[src/rtl/mux4_rr_arbiter_pkg.sv]
// ============================================================================
// mux4_rr_arbiter_pkg : state/select encodings and rotate-priority helper
// Rev 1.0
// ============================================================================
`default_nettype none

package mux4_rr_arbiter_pkg;

  typedef enum logic {
    ST_IDLE  = 1'b0,
    ST_GRANT = 1'b1
  } state_t;

  localparam logic [1:0] SEL_I0 = 2'd0;
  localparam logic [1:0] SEL_I1 = 2'd1;
  localparam logic [1:0] SEL_I2 = 2'd2;
  localparam logic [1:0] SEL_I3 = 2'd3;

  // First set request scanning last+1, last+2, ... (mod 4); last itself is checked last.
  function automatic logic [1:0] rr_pick(input logic [3:0] req, input logic [1:0] last);
    logic [1:0] win;
    logic [1:0] idx;
    logic       found;
    win   = last;
    found = 1'b0;
    for (int k = 1; k <= 4; k++) begin
      idx = last + 2'(k);
      if (!found && req[idx]) begin
        win   = idx;
        found = 1'b1;
      end
    end
    return win;
  endfunction

endpackage

`default_nettype wire

[src/rtl/mux4_rr_arbiter_mux4_w.sv]
// ============================================================================
// mux4_w : parameterised 4:1 mux, sel={S1,S0}: 00->I0 01->I1 10->I2 11->I3
// Rev 1.0
// ============================================================================
`default_nettype none

module mux4_w
  import mux4_rr_arbiter_pkg::*;
#(
  parameter int WIDTH = 8
) (
  input  logic [1:0]       sel,
  input  logic [WIDTH-1:0] i0,
  input  logic [WIDTH-1:0] i1,
  input  logic [WIDTH-1:0] i2,
  input  logic [WIDTH-1:0] i3,
  output logic [WIDTH-1:0] y
);

  always_comb begin
    y = i0;
    case (sel)
      SEL_I0:  y = i0;
      SEL_I1:  y = i1;
      SEL_I2:  y = i2;
      SEL_I3:  y = i3;
      default: y = i0;
    endcase
  end

endmodule

`default_nettype wire

[src/rtl/mux4_rr_arbiter.sv]
// ============================================================================
// mux4_rr_arbiter : round-robin arbiter sharing a 4:1 mux with valid/ready out
// Rev 1.0
// ============================================================================
`default_nettype none

module mux4_rr_arbiter
  import mux4_rr_arbiter_pkg::*;
#(
  parameter int WIDTH     = 8,
  parameter int MAX_BEATS = 4
) (
  input  logic             clk,
  input  logic             rst,
  input  logic [3:0]       req,
  input  logic [WIDTH-1:0] data0,
  input  logic [WIDTH-1:0] data1,
  input  logic [WIDTH-1:0] data2,
  input  logic [WIDTH-1:0] data3,
  input  logic             out_ready,
  output logic [3:0]       gnt,
  output logic [1:0]       sel,
  output logic             out_valid,
  output logic [WIDTH-1:0] out_data,
  output logic             busy
);

  localparam logic [3:0] LAST_BEAT = 4'(MAX_BEATS - 1);

  state_t     state;
  logic [1:0] last;
  logic [3:0] beat_cnt;
  logic [1:0] winner;
  logic       transfer;
  logic       rel;

  assign winner    = rr_pick(req, last);
  assign busy      = (state == ST_GRANT);
  assign out_valid = busy & req[sel];
  assign transfer  = out_valid & out_ready;
  // A dropped request ends the grant even though no beat was accepted.
  assign rel       = (transfer && (beat_cnt == LAST_BEAT)) || !req[sel];

  always_ff @(posedge clk or posedge rst) begin
    if (rst) begin
      state    <= ST_IDLE;
      gnt      <= 4'b0000;
      sel      <= SEL_I0;
      last     <= SEL_I3;
      beat_cnt <= 4'd0;
    end else begin
      case (state)
        ST_IDLE: begin
          if (|req) begin
            state    <= ST_GRANT;
            gnt      <= 4'b0001 << winner;
            sel      <= winner;
            last     <= winner;
            beat_cnt <= 4'd0;
          end
        end
        ST_GRANT: begin
          if (rel) begin
            state    <= ST_IDLE;
            gnt      <= 4'b0000;
            beat_cnt <= 4'd0;
          end else if (transfer) begin
            beat_cnt <= beat_cnt + 4'd1;
          end
        end
        default: begin
          state <= ST_IDLE;
          gnt   <= 4'b0000;
        end
      endcase
    end
  end

  mux4_w #(.WIDTH(WIDTH)) u_mux (
    .sel (sel),
    .i0  (data0),
    .i1  (data1),
    .i2  (data2),
    .i3  (data3),
    .y   (out_data)
  );

endmodule

`default_nettype wire

[config.mk]
export PLATFORM = sky130hd
export DESIGN_NAME = mux4_rr_arbiter
export DESIGN_NICKNAME = d
export VERILOG_FILES = /design/src/rtl/mux4_rr_arbiter_pkg.sv /design/src/rtl/mux4_rr_arbiter_mux4_w.sv /design/src/rtl/mux4_rr_arbiter.sv
export SDC_FILE = /design/constraint.sdc
export NUM_CORES = 1
export LEC_CHECK = 0
export ABC_AREA = 1
export CORE_UTILIZATION = 33
export DETAILED_ROUTE_END_ITERATION = 10
export PLACE_DENSITY = 0.76
export SETUP_SLACK_MARGIN = 0.5
export SYNTH_ARGS = -nofsm -noshare
export SYNTH_HDL_FRONTEND = slang
export SYNTH_SLANG_ARGS = --single-unit
export TNS_END_PERCENT = 50
[constraint.sdc]
create_clock -name clk -period 1.95 [get_ports clk]
set_input_delay 0.4875 -clock clk [delete_from_list [all_inputs] [get_ports clk]]
set_output_delay 0.4875 -clock clk [all_outputs]
set_load 0.02 [all_outputs]
==> results.sh, run 1 <==
export IMPL_hold_buffers=0
export IMPL_hold_ws_ns=0.483
export IMPL_drtIter0Drc=23
export IMPL_synth_distinct_cells=26
export IMPL_grt_use_total_pct=20.4
export IMPL_initial_core_util_pct=34.6
export IMPL_clock_sinks=13
export IMPL_area_delta_synth_final_pct=82.0
export IMPL_status="completed"
export IMPL_yosysSeqAreaShare_pct=28.2
export IMPL_die_h_um=61.4
export IMPL_viasPerCell=4.74
export IMPL_fin_crit_ns=1.86
export IMPL_rows=21
export IMPL_clock_latency_ns=0.29
export IMPL_drv_cap=0
export IMPL_avgSynthCellArea_um2=6.26
export IMPL_power_mw=3.27
export IMPL_startpoint_type="register"
export IMPL_die_width_um=61.4
export IMPL_crit_path_end_kind="output pin"
export IMPL_cts_root_buf="clkbuf_4"
export IMPL_critPathKind="register to output pin"
export IMPL_cts_buffer_depth=2
export IMPL_globalplace_congestion=0.817
export IMPL_syn_area_mm2=0.00116
export IMPL_io_buffers=54
export IMPL_core_mm2=0.00336
export IMPL_synth_warnings=0
export IMPL_nNetsFinal=316
export IMPL_min_path_cells=2
export IMPL_setup_viol_count_final=0
export IMPL_worst_pin_slew_ns=0.478
export IMPL_max_freq_mhz=536
export IMPL_rsz0062_at_grt="true"
export IMPL_die_area_mm2=0.00377
export IMPL_slew_violations=0
export IMPL_finalHoldViolCount=0
export IMPL_clk_pin_slew_worst_paths_ns=0.09
export IMPL_dp_hpwl_mm=2.87
export IMPL_grt_pass1_wl_mm=5.84
export IMPL_drc=0
export IMPL_h_tree_depth=1
export IMPL_min_path_type="register to register"
export IMPL_skew_ns=0.00611
export IMPL_antenna_found_initial=0
export IMPL_num_vias=1521
export IMPL_ant_nets=0
export IMPL_cts_tree="yes"
export IMPL_drive_gt1_share_pct=35.6
export IMPL_synth_seq_cells=13
export IMPL_cp_max_fo=5
export IMPL_grt_pass1_vias=1445
export IMPL_dr_pass1_iters=4
export IMPL_netlist_instances=186
export IMPL_p_per_area_mw_per_mm2=1540
export IMPL_leakage_nw=1.11
export IMPL_wl_per_cell_um=12.0
export IMPL_fillers=324
export IMPL_crit_required_ns=1.46
export IMPL_grt_max_degree=14
export IMPL_post_route_period_util_pct=95.6
export IMPL_relSlewSlack_pct=68.1
export IMPL_cp_arrival_ns=1.38
export IMPL_cts_buffers_inserted=3
export IMPL_vdd_drop_max_mv=0.755
export IMPL_reg2reg_depth=10
export IMPL_syn_nets=226
export IMPL_postRouteWirelength_mm=3.85
export IMPL_diodes=0
export IMPL_pin_count=55
export IMPL_grt_overflow=0
-- path summary, 6_finish.rpt --
kind | end | startpoint | slack, ns
setup / recovery | out_data[1] | sel[0]$_DFFE_PP0P_ | 0.09
hold / removal | gnt[3]$_DFFE_PP0P_ | gnt[3]$_DFFE_PP0P_ | 0.48
setup reg to reg | sel[0]$_DFFE_PP0P_ | last[0]$_DFFE_PP1P_ | 0.29
hold reg to reg | gnt[3]$_DFFE_PP0P_ | gnt[3]$_DFFE_PP0P_ | 0.48
max in group asynchronous | sel[1]$_DFFE_PP0P_ | rst | 1.09
min in group asynchronous | gnt[3]$_DFFE_PP0P_ | rst | 0.50
-- cell usage after synthesis --
library cell  instances  share of area, %
nand2_4               1              0.97
nand4_1               8               4.3
ha_1                  1               1.1
inv_1                 6               1.9
o21ai_0               3               1.3
nand3b_1              1              0.65
nand3_2               1              0.86
nand3_1              10               4.3
inv_4                 2               1.1
nor2_1                8               2.6
nor2_4                2               1.9
nand2_2              12               6.5
o21ai_1               2              0.86
clkinv_2              1              0.43
dfrtp_1              11                24
nand3_4               1               1.5
dfstp_2               2               4.5
o211ai_2              1               1.1
nand4_4               1               1.8
o2111ai_1             1              0.75
buf_4                 1              0.65
nor2_2                3               1.6
o31ai_1               1              0.65
inv_2                 6               1.9
nand2_1              98                32
xor2_1                2               1.5
-- kinds of logic (layout without fill, tap and decap cells) --
group	after synthesis	after routing	share of synthesized area, %
buffers and inverters	16	105	6.02
DFF	13	13	28.2
adders and majority gates	1	1	1.08
xor gates and xnor gates	2	2	1.51
AOI/OAI and AO/OA	8	8	4.62
and+or+nand+nor	146	146	58.6
-- report_power, final --
part           internal (mW)  switching [mW]
combinational           1.16            1.43
sequential             0.382           0.118
clock                 0.0764           0.104
-- final cells by class --
type,instances,area (um2),share of cell area (%)
sequential,13,330,15.6
multi-input combinational,157,845,39.9
timing repair buffer,86,792,37.4
tap,46,57.6,2.72
clock inverter,1,5.00,0.236
inverter,15,66.3,3.13
clock buffer,3,22.5,1.06
-- worst max-delay path, cell delays in order (launching register included) --
cell	delay, ns
dfrtp_2	0.47
nand2_2	0.11
clkinv_4	0.07
buf_6	0.12
nand2_1	0.05
nand4_1	0.12
buf_6	0.15
-- per-layer routing --
metal	vias to the layer above	global-route usage (%)	part of all wire, %
met4	0	1.90	0.31
met3	2	5.25	8.3
met1	696	21.8	39
met2	50	41.1	52
met5	-	0	0
li1	773	-	-
-- registers in the layout, summed over array words and instances, names as in the netlist --
register / flops
beat_cnt: 4
gnt: 4
last: 2
sel: 2
busy: 1
-- timing repair --
item,CTS,global route
pin swaps,14,8
gates resized for setup,83,10
cloned,0,0
endpoints found under the setup margin,27,28
buffers inserted,10,5
-- placed cells by master (no fill, tap or decap), drive strengths merged --
master / count
nand2: 111
buf: 43
clkdlybuf4s50: 35
inv: 14
nor2: 13
nand3: 12
dfrtp: 11
nand4: 9
dlygate4sd2: 5
o21ai: 5
clkbuf: 3
dlymetal6s2s: 3
xor2: 2
dfstp: 2
clkinv: 2
o211ai: 1
nand3b: 1
o2111ai: 1
o31ai: 1
ha: 1
-- metrics by stage --
stage                     worst slack (ns)  instances  instance area [um2]  util (%)  setup TNS [ns]
after global routing              0.000272        321                 2120      63.0               0
after detailed placement            -0.422        302                 1900      56.5           -2.75
after global placement              -0.420        302                 1900      56.5           -2.43
after CTS                           0.0725        316                 2050      60.9               0
final                               0.0857        321                 2120      63.0               0
after floorplan                      0.372        186                 1190         -               0
Note: power is estimated with default switching activity, not from simulation.
==> run 2, diff against run 1 <==
--- a/config.mk
+++ b/config.mk
@@ -8,7 +8,7 @@
 export ABC_AREA = 1
 export CORE_UTILIZATION = 33
 export DETAILED_ROUTE_END_ITERATION = 10
-export PLACE_DENSITY = 0.76
+export PLACE_DENSITY = 0.78
 export SETUP_SLACK_MARGIN = 0.5
 export SYNTH_ARGS = -nofsm -noshare
 export SYNTH_HDL_FRONTEND = slang
==> constraint.sdc (replaced) <==
create_clock -name clk -period 1.5 [get_ports clk]
set_input_delay 0.375 -clock clk [delete_from_list [all_inputs] [get_ports clk]]
set_output_delay 0.375 -clock clk [all_outputs]
set_load 0.02 [all_outputs]
==> run 2 against run 1 <==
Sequential share of layout area down 0.86 points. Via count up 0.46%. The flow now finishes with violations (setup timing). Critical path depth unchanged. Clock skew down 0.0043 ns. Largest cell class unchanged. Count of clock-buffer cells in the layout unchanged. Final area up 5.8%. Utilization up 3.7 points. Clock power up 25%. Total power up 41%. Global-route usage down 0.60 points. Sequential power up 33%. Combinational power up 44%.
==> results.sh, run 2 (synthesized netlist as in run 1, its figures left out) <==
export IMPL_status="finished, violations left"
export IMPL_violations="setup timing"
export IMPL_post_route_period_util_pct=116
export IMPL_grt_max_degree=14
export IMPL_drv_cap=0
export IMPL_r2r_start="last[0]$_DFFE_PP1P_"
export IMPL_setup_ws_ns=-0.247
export IMPL_max_freq_mhz=572
export IMPL_dp_hpwl_mm=2.90
export IMPL_h_tree_depth=1
export IMPL_initial_core_util_pct=34.6
export IMPL_pre_cts_ws_ns=-0.650
export IMPL_finalInstanceArea_mm2=0.00224
export IMPL_area_delta_synth_final_pct=92.7
export IMPL_antenna_found_initial=0
export IMPL_cts_buffer_depth=2
export IMPL_globalplace_congestion=0.766
export IMPL_viasPerCell=4.73
export IMPL_r2r_slack_ns=-0.18
export IMPL_grt_pass1_wl_mm=5.60
export IMPL_worst_pin_slew_ns=0.256
export IMPL_finalHoldViolCount=0
export IMPL_die_width_um=61.4
export IMPL_clock_latency_ns=0.28
export IMPL_fillers=293
export IMPL_p_per_area_mw_per_mm2=2060
export IMPL_startpoint_type="register"
export IMPL_hold_buffers=0
export IMPL_top_regs="beat_cnt: 4 flops, gnt: 4 flops"
export IMPL_final_cell_mix="80 x nand2_1, 34 x clkdlybuf4s50_1, 34 x buf_4"
export IMPL_place_area_mm2=0.00199
export IMPL_min_path_type="primary input to async pin"
export IMPL_cts_buffers_inserted=3
export IMPL_grt_use_total_pct=19.8
export IMPL_final_common_cell="nand2_1"
export IMPL_crit_path_end_kind="output pin"
export IMPL_critPathKind="register to output pin"
export IMPL_skew_ns=0.00182
export IMPL_leakage_nw=1.11
export IMPL_nNetsFinal=318
export IMPL_num_vias=1528
export IMPL_slew_violations=0
export IMPL_drive_gt1_share_pct=41.9
export IMPL_io_buffers=54
export IMPL_crit_required_ns=1.12
export IMPL_grt_overflow=0
export IMPL_pin_count=55
export IMPL_vdd_drop_max_mv=1.20
export IMPL_cts_tree="yes"
export IMPL_tns_ns=-3.36
export IMPL_die_area_mm2=0.00377
export IMPL_postRouteWirelength_mm=3.87
export IMPL_rows=21
export IMPL_fin_crit_ns=1.75
export IMPL_hold_ws_ns=0.389
export IMPL_clk_pin_slew_worst_paths_ns=0.09
export IMPL_cp_max_fo=8
export IMPL_core_mm2=0.00336
export IMPL_setup_viol_count_final=17
export IMPL_ant_nets=0
export IMPL_dr_pass1_iters=4
export IMPL_rsz0062_at_grt="true"
export IMPL_wl_per_cell_um=12.0
export IMPL_diodes=0
export IMPL_drtIter0Drc=29
export IMPL_drc=0
export IMPL_rr_endpoint="sel[1]$_DFFE_PP0P_"
export IMPL_clock_sinks=13
export IMPL_cts_root_buf="clkbuf_4"
export IMPL_die_h_um=61.4
export IMPL_grt_pass1_vias=1430
export IMPL_relSlewSlack_pct=82.8
export IMPL_reg2reg_depth=11
export IMPL_cp_arrival_ns=1.37
run 2: worst max-delay path, cell delays in order (launching register included):
cell	delay, ns
dfrtp_2	0.47
nand2_2	0.11
clkinv_4	0.07
buf_12	0.13
nand2_1	0.05
nand4_1	0.10
buf_6	0.15
run 2: where the power goes:
group / switching [mW] / leakage, nW / internal, mW
Clock: 0.128 / 0.0177 / 0.0991
Combinational: 2.05 / 0.928 / 1.67
Sequential: 0.168 / 0.163 / 0.496
run 2: worst max-delay path by stage:
stage | startpoint | endpoint | depth (start not counted)
2_1_floorplan | last[0]$_DFFE_PP1P_ | sel[1]$_DFFE_PP0P_ | 12
3_3_place_gp | req[3] | out_valid | 6
3_5_place_dp | req[3] | out_valid | 6
5_1_grt | sel[1]$_DFFE_PP0P_ | out_data[3] | 6
4_1_cts | sel[1]$_DFFE_PP0P_ | out_data[0] | 6
6_report | sel[0]$_DFFE_PP0P_ | out_data[0] | 6
run 2: layout make-up:
class	instances	area [um2]	share of cell area (%)
well taps	46	57.6	2.57
clock buffers	3	22.5	1.00
multi-input cells	157	940	41.9
inverters	15	73.8	3.29
flip-flops and latches	13	330	14.7
repair buffers	88	813	36.3
clock inverters	1	5.00	0.223
run 2: timing repair:
item | in CTS | in global routing
setup buffers | 4 | 4
pin swaps | 23 | 6
gates resized for setup | 113 | 26
endpoints found under the setup margin | 29 | 29
run 2: routing by layer:
| metal | GRT usage (%) | vias up | routed length, um |
|---|---|---|---|
| met1 | 19.7 | 695 | 1450 |
| met5 | 0 | - | 0 |
| met2 | 41.8 | 45 | 2090 |
| met3 | 3.57 | 6 | 294 |
| li1 | - | 782 | - |
| met4 | 4.13 | 0 | 42 |
run 2: per-stage QoR:
stage,instances,util [%],power (mW)
4_1_cts,319,62.8,4.19
3_5_place_dp,311,59.1,3.70
2_1_floorplan,186,-,2.45
5_1_grt,323,66.7,4.99
3_3_place_gp,311,59.1,3.64
6_report,323,66.7,4.61
==> run 3, diff against run 2 <==
--- a/config.mk
+++ b/config.mk
@@ -7,6 +7,7 @@
 export LEC_CHECK = 0
 export ABC_AREA = 1
 export CORE_UTILIZATION = 33
+export CTS_CLUSTER_DIAMETER = 120
 export DETAILED_ROUTE_END_ITERATION = 10
 export PLACE_DENSITY = 0.78
 export SETUP_SLACK_MARGIN = 0.5
==> results of run 3 <==
Final layout, timing and power as in run 2 (identical DEF).
